--- config.mk ---
export PLATFORM = sky130hd
export DESIGN_NAME = serial_alu_seq
export DESIGN_NICKNAME = d
export VERILOG_FILES = /design/src/rtl/serial_alu_seq.sv
export SDC_FILE = /design/constraint.sdc
export NUM_CORES = 1
export LEC_CHECK = 0
export ABC_AREA = 1
export BUFFER_PORTS_ARGS = -buffer_cell sky130_fd_sc_hd__buf_2
export CAP_MARGIN = 20
export CORE_MARGIN = 1
export CORE_UTILIZATION = 48
export CTS_CLUSTER_DIAMETER = 50
export CTS_CLUSTER_SIZE = 14
export DETAILED_ROUTE_END_ITERATION = 16
export PLACE_DENSITY = 0.79
export SYNTH_ARGS = -nofsm -noshare
export SYNTH_HDL_FRONTEND = slang
export SYNTH_SLANG_ARGS = --single-unit
--- constraint.sdc ---
create_clock -name clk -period 1.1 [get_ports clk]
set_input_delay 0.22 -clock clk [delete_from_list [all_inputs] [get_ports clk]]
set_output_delay 0.22 -clock clk [all_outputs]
set_load 0.05 [all_outputs]
--- src/rtl/serial_alu_seq.sv ---
// serial_alu_seq -- bit-serial sequencer for a combinational 1-bit ALU slice.
//
// Accepts a WIDTH-bit operand pair plus a 2-bit opcode and feeds the external
// slice one bit per clock, LSB first. The slice carry-out is registered and
// returned as the next bit's carry-in. Slice F outputs are shifted in from the
// MSB end so the result is aligned once all WIDTH bits have been processed.
//
// Optional feature: define SERIAL_ALU_ZERO_FLAG_EN to add the `zero` output.
//
// Ports:
//   clk, rst_n          clock, asynchronous active-low reset
//   start, op, a, b     request (sampled in IDLE only), opcode, operands
//   busy, done          RUN-state decode, one-cycle DONE pulse
//   result, cout        assembled result and final ADD carry (held until next accept)
//   alu_a/b/cin, alu_s  drive to the slice (a/b/cin zero outside RUN)
//   alu_f, alu_cout     slice outputs, combinational in the same cycle
//   zero                (SERIAL_ALU_ZERO_FLAG_EN only) result == 0 flag

module serial_alu_seq #(
  parameter int unsigned WIDTH = 8
) (
  input  logic             clk,
  input  logic             rst_n,
  input  logic             start,
  input  logic [1:0]       op,
  input  logic [WIDTH-1:0] a,
  input  logic [WIDTH-1:0] b,
  output logic             busy,
  output logic             done,
  output logic [WIDTH-1:0] result,
  output logic             cout,
  output logic             alu_a,
  output logic             alu_b,
  output logic             alu_cin,
  output logic [1:0]       alu_s,
  input  logic             alu_f,
`ifdef SERIAL_ALU_ZERO_FLAG_EN
  input  logic             alu_cout,
  output logic             zero
`else
  input  logic             alu_cout
`endif
);

  localparam int unsigned CntW = $clog2(WIDTH);
  localparam logic [1:0]  OpAdd = 2'b11;

  typedef enum logic [1:0] {
    StIdle = 2'b00,
    StRun  = 2'b01,
    StDone = 2'b10
  } state_e;

  state_e            state_q, state_d;
  logic [WIDTH-1:0]  a_sh_q, a_sh_d;
  logic [WIDTH-1:0]  b_sh_q, b_sh_d;
  logic [WIDTH-1:0]  res_q, res_d;
  logic [1:0]        op_q, op_d;
  logic              carry_q, carry_d;
  logic [CntW-1:0]   cnt_q, cnt_d;
`ifdef SERIAL_ALU_ZERO_FLAG_EN
  logic              zflag_q, zflag_d;
`endif

  always_ff @(posedge clk or negedge rst_n) begin
    if (!rst_n) begin
      state_q <= StIdle;
      a_sh_q  <= '0;
      b_sh_q  <= '0;
      res_q   <= '0;
      op_q    <= '0;
      carry_q <= 1'b0;
      cnt_q   <= '0;
`ifdef SERIAL_ALU_ZERO_FLAG_EN
      zflag_q <= 1'b0;
`endif
    end else begin
      state_q <= state_d;
      a_sh_q  <= a_sh_d;
      b_sh_q  <= b_sh_d;
      res_q   <= res_d;
      op_q    <= op_d;
      carry_q <= carry_d;
      cnt_q   <= cnt_d;
`ifdef SERIAL_ALU_ZERO_FLAG_EN
      zflag_q <= zflag_d;
`endif
    end
  end

  always_comb begin
    state_d = state_q;
    a_sh_d  = a_sh_q;
    b_sh_d  = b_sh_q;
    res_d   = res_q;
    op_d    = op_q;
    carry_d = carry_q;
    cnt_d   = cnt_q;
`ifdef SERIAL_ALU_ZERO_FLAG_EN
    zflag_d = zflag_q;
`endif
    unique case (state_q)
      StIdle: begin
        if (start) begin
          state_d = StRun;
          a_sh_d  = a;
          b_sh_d  = b;
          op_d    = op;
          carry_d = 1'b0;
          cnt_d   = '0;
          res_d   = '0;
`ifdef SERIAL_ALU_ZERO_FLAG_EN
          zflag_d = 1'b1;
`endif
        end
      end
      StRun: begin
        // New bit enters at the MSB; after WIDTH shifts bit 0 lands at index 0.
        res_d   = {alu_f, res_q[WIDTH-1:1]};
        a_sh_d  = a_sh_q >> 1;
        b_sh_d  = b_sh_q >> 1;
        carry_d = (op_q == OpAdd) ? alu_cout : 1'b0;
        cnt_d   = cnt_q + CntW'(1);
`ifdef SERIAL_ALU_ZERO_FLAG_EN
        zflag_d = zflag_q & ~alu_f;
`endif
        if (cnt_q == CntW'(WIDTH - 1)) begin
          state_d = StDone;
        end
      end
      StDone: begin
        state_d = StIdle;
      end
      default: begin
        state_d = StIdle;
      end
    endcase
  end

  always_comb begin
    busy    = (state_q == StRun);
    done    = (state_q == StDone);
    result  = res_q;
    cout    = carry_q;
    alu_s   = op_q;
    alu_a   = busy ? a_sh_q[0] : 1'b0;
    alu_b   = busy ? b_sh_q[0] : 1'b0;
    alu_cin = busy ? carry_q   : 1'b0;
`ifdef SERIAL_ALU_ZERO_FLAG_EN
    zero    = zflag_q;
`endif
  end

endmodule
==> results.md, run 1 <==
- R2R setup slack: -0.27 ns
- Antenna viol nets, final: 0
- Clock Path Buffers: 2
- Most crowded layer after global routing: met2
- Critical Path Stages: 4
- GR Util met2: 41.2%
- Initial antenna violation count: 0
- Top delay family on crit path: flip-flops
- Sink Count: 32
- Most frequent cells after synthesis: nand2_1, dfrtp_1, nand3_1
- Most common cell in the netlist: nand2_1
- Failing checks: negative setup slack
- Fmax: between 600 and 700 MHz
- Mapped cell area: 0.00172 mm2
- TNS Setup: -8.16 ns
- Post-synth top flop: dfrtp_1
- Avg Inst Size Synth: around 8.8 um2
- Total CTS buffers: 5
- Met3 Track Usage GR: under 10%
- Largest net degree at the start of global routing: 33
- Met1 GRT Util: 27.8%
- Cell Count, Final, Fillers Out: ~320
- Final RePlAce weighted congestion: 0.790
- Max cap viols: 0
- Hold Crit Class: in2reg
- Vias: 1583
- CP Class: reg2out
- Syn-to-layout area delta: 51.1%
- Cell Chain, Critical Path: inv_4, nand2_8, nor2_4, buf_8
- Synth area leader: dfrtp_1
- Area of the die: 0.00382 mm2
- Nets@finish: 296
- Crit path DAT: ~1.2 ns
- Global-route wire length before repair: ~6.4 mm
- Type of origin of the critical path: register
- Final core occ: 76.6%
- DR iter-0 viols: 85
- Global route overflow: 0
- Diode count: 0
- Worst R2R End: a_sh_q[1]$_DFFE_PN0P_
- WL final: approximately 4.3 mm
- Crit. Startpoint: state_q[1]$_DFFE_PN0P_
- Crit end category: output pin
- Clock Skew: around 0.0066 ns
- Initial Util: 50.7%
- Final WS setup: -0.341 ns
- Post-Synth Adder-Cell Area: under 10%
- Pleak: 1.34 nW
- Skew-Pair Late Insertion Delay: 0.35 ns
- Design Area, Final: approximately 0.0026 mm2
- Number of synthesized register bits: 32
- Clk slew on worst S/H paths: roughly 0.10 ns
- Dpl cells: 285
- Post-synthesis sequential area ratio: 46.6%
- Remaining DRCs: 0
- Crit path required time: about 0.88 ns
- Cell Rows: 21
- Die width: a little over 60 um
- Main combinational cell family by area after synthesis: simple AND/OR/NAND/NOR gates
- XOR/XNOR Fraction of Synth Area: 0%
- Simple-gate portion of the synthesized area: 41.6%
- Worst VDD drop: ~2000 uV
- Mux contribution to synthesized area: 0%
- Syn Nets: 220
- Layout cells sized above 1: a little under half
- Placed inst area: between 0.002 and 0.0025 mm2
- Pwr/cell area: 3010 mW/mm2
- Fin crit share: 131%
- Crit path buf inv count: 2
- Slowest CP cell: dfrtp_1
- Detailed Place HPWL: 2.35 mm
- Slew at the pin with the worst max-slew slack: 0.179 ns
- Worst setup path end: alu_cin
- Max_slew headroom: 88.1%
- EDFF count, synth: 0
- H-tree depth: 2
- Setup violators final: 48
- CTS tree: built
- Area contributors post-synth: dfrtp_1, nand2_1, nand3_2
- Max-slew violations: 0
- Final Hold Viols: 0
- Core area: 0.00339 mm2
- Final min period: 1.44 ns
- Tot GR Track Use: 23.6%
- Reg2reg path depth: 9
- Critical path fanouts, max: 7
- Post-synth top area share: roughly 47%
- PortBufs: 38
- Compound-Gate Fraction of Synth Area: 1.09%
- RSZ-0062 raised after global routing: true
- Routed len/inst: between 10 and 15 um
- Crit-path max cell delay: 0.42 ns
- Vias per cell: 4.98
- Post-synthesis cell count: 195
- FFs w/ async S/R, synth: 100%
- Outcome: complete, but fails checks
- Netlist cell types: 16
- Io pins: 39
- Yosys warnings: 0
- Total iterations of the first detailed-routing run: 5
- Number of global-route vias before repair: about 1500
- Die extent in y: 61.8 um
- R2R Path Start: state_q[1]$_DFFE_PN0P_
- Clock Tree Root: clkbuf_4
routing by layer:
metal	part of all wire, %	up-vias
met5	0	-
met4	1.2	0
met3	4.3	7
met2	53	38
met1	41	762
li1	-	776
area by class of cell:
cell class | instances | area [um2]
clock inverter | 2 | 35.0
clock buffer | 6 | 41.3
fill | 237 | 795
tap | 46 | 57.6
inverter | 7 | 31.3
multi-input combinational | 145 | 868
sequential | 32 | 802
timing repair buffer | 80 | 759
layout by cell type, fill, tap and decap left out, drive strengths merged, types with 2 or more instances in the layout:
cell	Yosys	layout
buf	12	79
o21ai	2	2
dfrtp	32	32
nand2	90	91
clkbuf	0	6
inv	7	7
nand3	42	42
nor2	7	7
ha	2	2
registers in the layout, indices dropped and copies added, names as in the netlist:
name     flops
a_sh_q       8
alu_s        2
b_sh_q       8
cnt_q        3
cout         1
result       8
state_q      2
per-stage QoR:
stage                     hold WS (ns)  power [mW]  setup WS [ns]
after floorplan                -0.0756        4.86         -0.257
after global placement           0.189        5.37        -0.0729
after detailed placement         0.187        5.45        -0.0796
after CTS                       0.0462        7.16         -0.342
after global routing            0.0582        8.27         -0.388
final                           0.0578        7.80         -0.341
report_power, final:
| group | total [mW] | internal [mW] | switching (mW) | leakage (nW) |
|---|---|---|---|---|
| clock network | 0.909 | 0.476 | 0.433 | 0.0422 |
| logic | 4.83 | 2.12 | 2.71 | 0.890 |
| registers | 2.06 | 1.67 | 0.391 | 0.409 |
kinds of logic (layout without fill, tap and decap cells):
group	after synthesis	after routing
AND/OR/NAND/NOR	139	140
flip-flops	32	32
buffers and inverters	19	95
AO/OA/AOI/OAI	3	3
adder cells (fa/ha/maj)	2	2
worst register-to-register path, stage by stage (launching register included):
cell     delay [ns]
dfrtp_1        0.42
inv_4          0.10
nand2_8        0.10
buf_4          0.15
buf_6          0.12
buf_8          0.13
nand2_1        0.06
nand2_1        0.06
nand2_1        0.07
nand2_1        0.06
how the worst min path moves through the flow:
stage | startpoint | end | slack, ns | cells past startpoint
2_1_floorplan | rst_n | a_sh_q[0]$_DFFE_PN0P_ | -0.08 | 0
4_1_cts | op[1] | alu_s[1]$_DFFE_PN0P_ | 0.05 | 3
3_5_place_dp | rst_n | a_sh_q[5]$_DFFE_PN0P_ | 0.19 | 2
6_report | op[1] | alu_s[1]$_DFFE_PN0P_ | 0.06 | 3
5_1_grt | alu_f | result[7]$_DFFE_PN0P_ | 0.06 | 3
3_3_place_gp | rst_n | a_sh_q[5]$_DFFE_PN0P_ | 0.19 | 2
what timing repair did:
item,4_1_cts,5_1_grt
gates cloned,1,0
hold buffers,1,0
setup buffers,12,11
gates resized for setup,48,21
pin swaps,13,5
endpoints found under the setup margin,40,47
endpoints found under the hold margin,32,0
Power figures use the tool's default switching activity.
==> inputs of run 2 (changes only) <==
--- a/config.mk
+++ b/config.mk
@@ -8,11 +8,13 @@
 export ABC_AREA = 1
 export BUFFER_PORTS_ARGS = -buffer_cell sky130_fd_sc_hd__buf_2
 export CAP_MARGIN = 20
+export CORE_ASPECT_RATIO = 1.75
 export CORE_MARGIN = 1
 export CORE_UTILIZATION = 48
 export CTS_CLUSTER_DIAMETER = 50
 export CTS_CLUSTER_SIZE = 14
 export DETAILED_ROUTE_END_ITERATION = 16
+export GPL_ROUTABILITY_DRIVEN = 0
 export PLACE_DENSITY = 0.79
 export SYNTH_ARGS = -nofsm -noshare
 export SYNTH_HDL_FRONTEND = slang
==> results.md, run 2 (synthesized netlist as in run 1, its figures left out) <==
- Clock Skew: 0.0108 ns (+0.00425 ns)
- Vias: 1743 (+10%)
- Hold Crit Class: in2reg
- TNS Setup: -7.17 ns (+0.994 ns)
- Die width: 47.2 um (-24%)
- PortBufs: 38 (unchanged)
- Max cap viols: 0 (unchanged)
- Sequential Power Share: 23.7% (-2.7 points)
- Pleak: 1.43 nW (+6.6%)
- Diode count: 0 (unchanged)
- Largest net degree at the start of global routing: 33 (unchanged)
- Tot GR Track Use: 32.8% (+9.2 points)
- Crit path DAT: 1.17 ns (-0.05 ns)
- Crit end category: output pin
- DR iter-0 viols: 44 (-48%)
- Nets@finish: 298 (+0.68%)
- Initial Util: 50.6% (-0.13 points)
- Commonest cells after routing, fill and taps aside: nand2_1, nand3_2, dfrtp_1, buf_6, nand2_2
- Final WS setup: -0.293 ns (+0.0473 ns)
- Failing checks: negative setup slack
- CTS tree: built
- RSZ-0062 raised after global routing: true
- Syn-to-layout area delta: 67.4%
- WL final: 6.73 mm (+58%)
- Hold_ws: 0.119 ns (+0.0608 ns)
- Most common cell after layout, fill and taps aside: nand2_1
- Io pins: 39 (unchanged)
- NetSw: 4.32 mW (+22%)
- Number of global-route vias before repair: 1806 (+23%)
- Final min period: 1.39 ns (-0.0473 ns)
- Outcome: complete, but fails checks
- Skew-Pair Late Insertion Delay: 0.29 ns (-0.06 ns)
- Cell Chain, Critical Path: buf_6, nor2_4, buf_6
- Antenna viol nets, final: 0 (unchanged)
- Global route overflow: 0 (unchanged)
- Die extent in y: 81.1 um (+31%)
- Dpl ws: -0.117 ns (-0.0378 ns)
- Initial antenna violation count: 0 (unchanged)
- Worst VDD drop: 2260 uV (+15%)
- Max-slew violations: 0 (unchanged)
- Fin crit share: 127% (-4.3 points)
- Slew at the pin with the worst max-slew slack: 0.247 ns (+0.0681 ns)
- Detailed Place HPWL: 2.70 mm (+15%)
- CP Class: reg2out
- Pwr/cell area: 3180 mW/mm2 (+5.6%)
- Switching share of power: 47.4% (+2.0 points)
- Core area: 0.00340 mm2 (+0.26%)
- Fmax: 718 MHz (+3.4%)
- Crit path required time: 0.88 ns (about the same)
- Routed len/inst: 21.1 um (+58%)
- Final Hold Viols: 0 (unchanged)
- Total iterations of the first detailed-routing run: 4 (-1)
- Critical path fanouts, max: 2 (-5)
- H-tree depth: 2 (unchanged)
- Dpl cells: 286 (+0.35%)
- Vias per cell: 5.46 (+9.8%)
- Crit-path max cell delay: 0.45 ns (+0.03 ns)
- Comb pwr share: 65.7% (+3.8 points)
- Area of the die: 0.00383 mm2 (+0.24%)
- Clock power frac: 10.6% (-1.1 points)
- Clock Path Buffers: 2 (unchanged)
- Cell Rows: 28 (+33%)
- Max_slew headroom: 83.5% (-4.5 points)
- Global-route wire length before repair: 8.46 mm (+32%)
- Cell mode on critical path: buf_6
- Cell Count, Final, Fillers Out: 319 (+0.31%)
- Remaining DRCs: 0 (unchanged)
- Layout cells sized above 1: 60.6% (+13 points)
- Int Pwr: 4.80 mW (+13%)
- Total CTS buffers: 5 (unchanged)
- Slowest CP cell: dfrtp_2
- Clock Tree Root: clkbuf_8
- Setup violators final: 39 (-19%)
- Type of origin of the critical path: register
- Clk slew on worst S/H paths: 0.08 ns (-0.02 ns)
- Sink Count: 32 (unchanged)
run 2: changes by cell type in the layout (fill, tap and decap cells not counted), sizes merged:
| cell | delta |
|---|---|
| buf | +1 |
| bufinv | -1 |
| clkinv | +1 |
| nand2 | +1 |
run 2: power by group through the flow:
stage	registers, mW	clock network, mW	logic (mW)
global placement	2.04	0	3.33
finish	2.16	0.967	6.00
detailed placement	2.05	0	3.40
global route	2.20	1.01	6.26
CTS	2.10	0.965	4.98
floorplan	2.56	0	2.30
run 2: metrics by stage:
stage	utilization (%)	power, mW	area [um2]
4_1_cts	79.3	8.05	2700
6_report	84.6	9.13	2880
3_3_place_gp	60.4	5.37	2050
5_1_grt	84.6	9.47	2880
3_5_place_dp	60.4	5.46	2050
2_1_floorplan	-	4.86	1760
run 2: final timing paths:
path | from | to | slack (ns) | depth (start not counted)
min in group asynchronous | rst_n | b_sh_q[5]$_DFFE_PN0P_ | 0.44 | 3
max | state_q[0]$_DFFE_PN0P_ | done | -0.29 | 3
max in group asynchronous | rst_n | state_q[0]$_DFFE_PN0P_ | 0.48 | 3
min | op[0] | alu_s[0]$_DFFE_PN0P_ | 0.12 | 3
min reg2reg | a_sh_q[5]$_DFFE_PN0P_ | a_sh_q[5]$_DFFE_PN0P_ | 0.53 | 2
max reg2reg | state_q[0]$_DFFE_PN0P_ | b_sh_q[5]$_DFFE_PN0P_ | -0.28 | 7
run 2: worst max-delay path, delay by kind of cell (launching register included):
family / cells / cell delay (ns)
buffers and inverters: 2 / 0.31
AND/OR/NAND/NOR: 1 / 0.12
flip-flops: 1 / 0.45
run 2: repair_timing:
action / 4_1_cts / 5_1_grt
endpoints found under the hold margin: 32 / 0
hold buffers: 1 / 0
pin swaps: 31 / 19
gates resized for setup: 83 / 41
buffers inserted: 10 / 6
endpoints found under the setup margin: 46 / 46
gates cloned: 8 / 0
run 2: metal layers:
metal,up-vias,share of wire (%),wire length (um),track usage (%)
met4,0,6.1,412,23.7
met2,67,56,3770,55.8
met1,865,34,2320,33.0
met3,30,3.4,230,6.44
li1,781,-,-,-
met5,-,0,0,0
run 2: cell type report:
class / count / area (um2)
repair buffers: 81 / 882
clock inverters: 2 / 10.0
multi-input cells: 146 / 1010
well taps: 45 / 56.3
inverters: 7 / 28.8
clock buffers: 6 / 82.6
flip-flops and latches: 32 / 802
fillers: 177 / 523
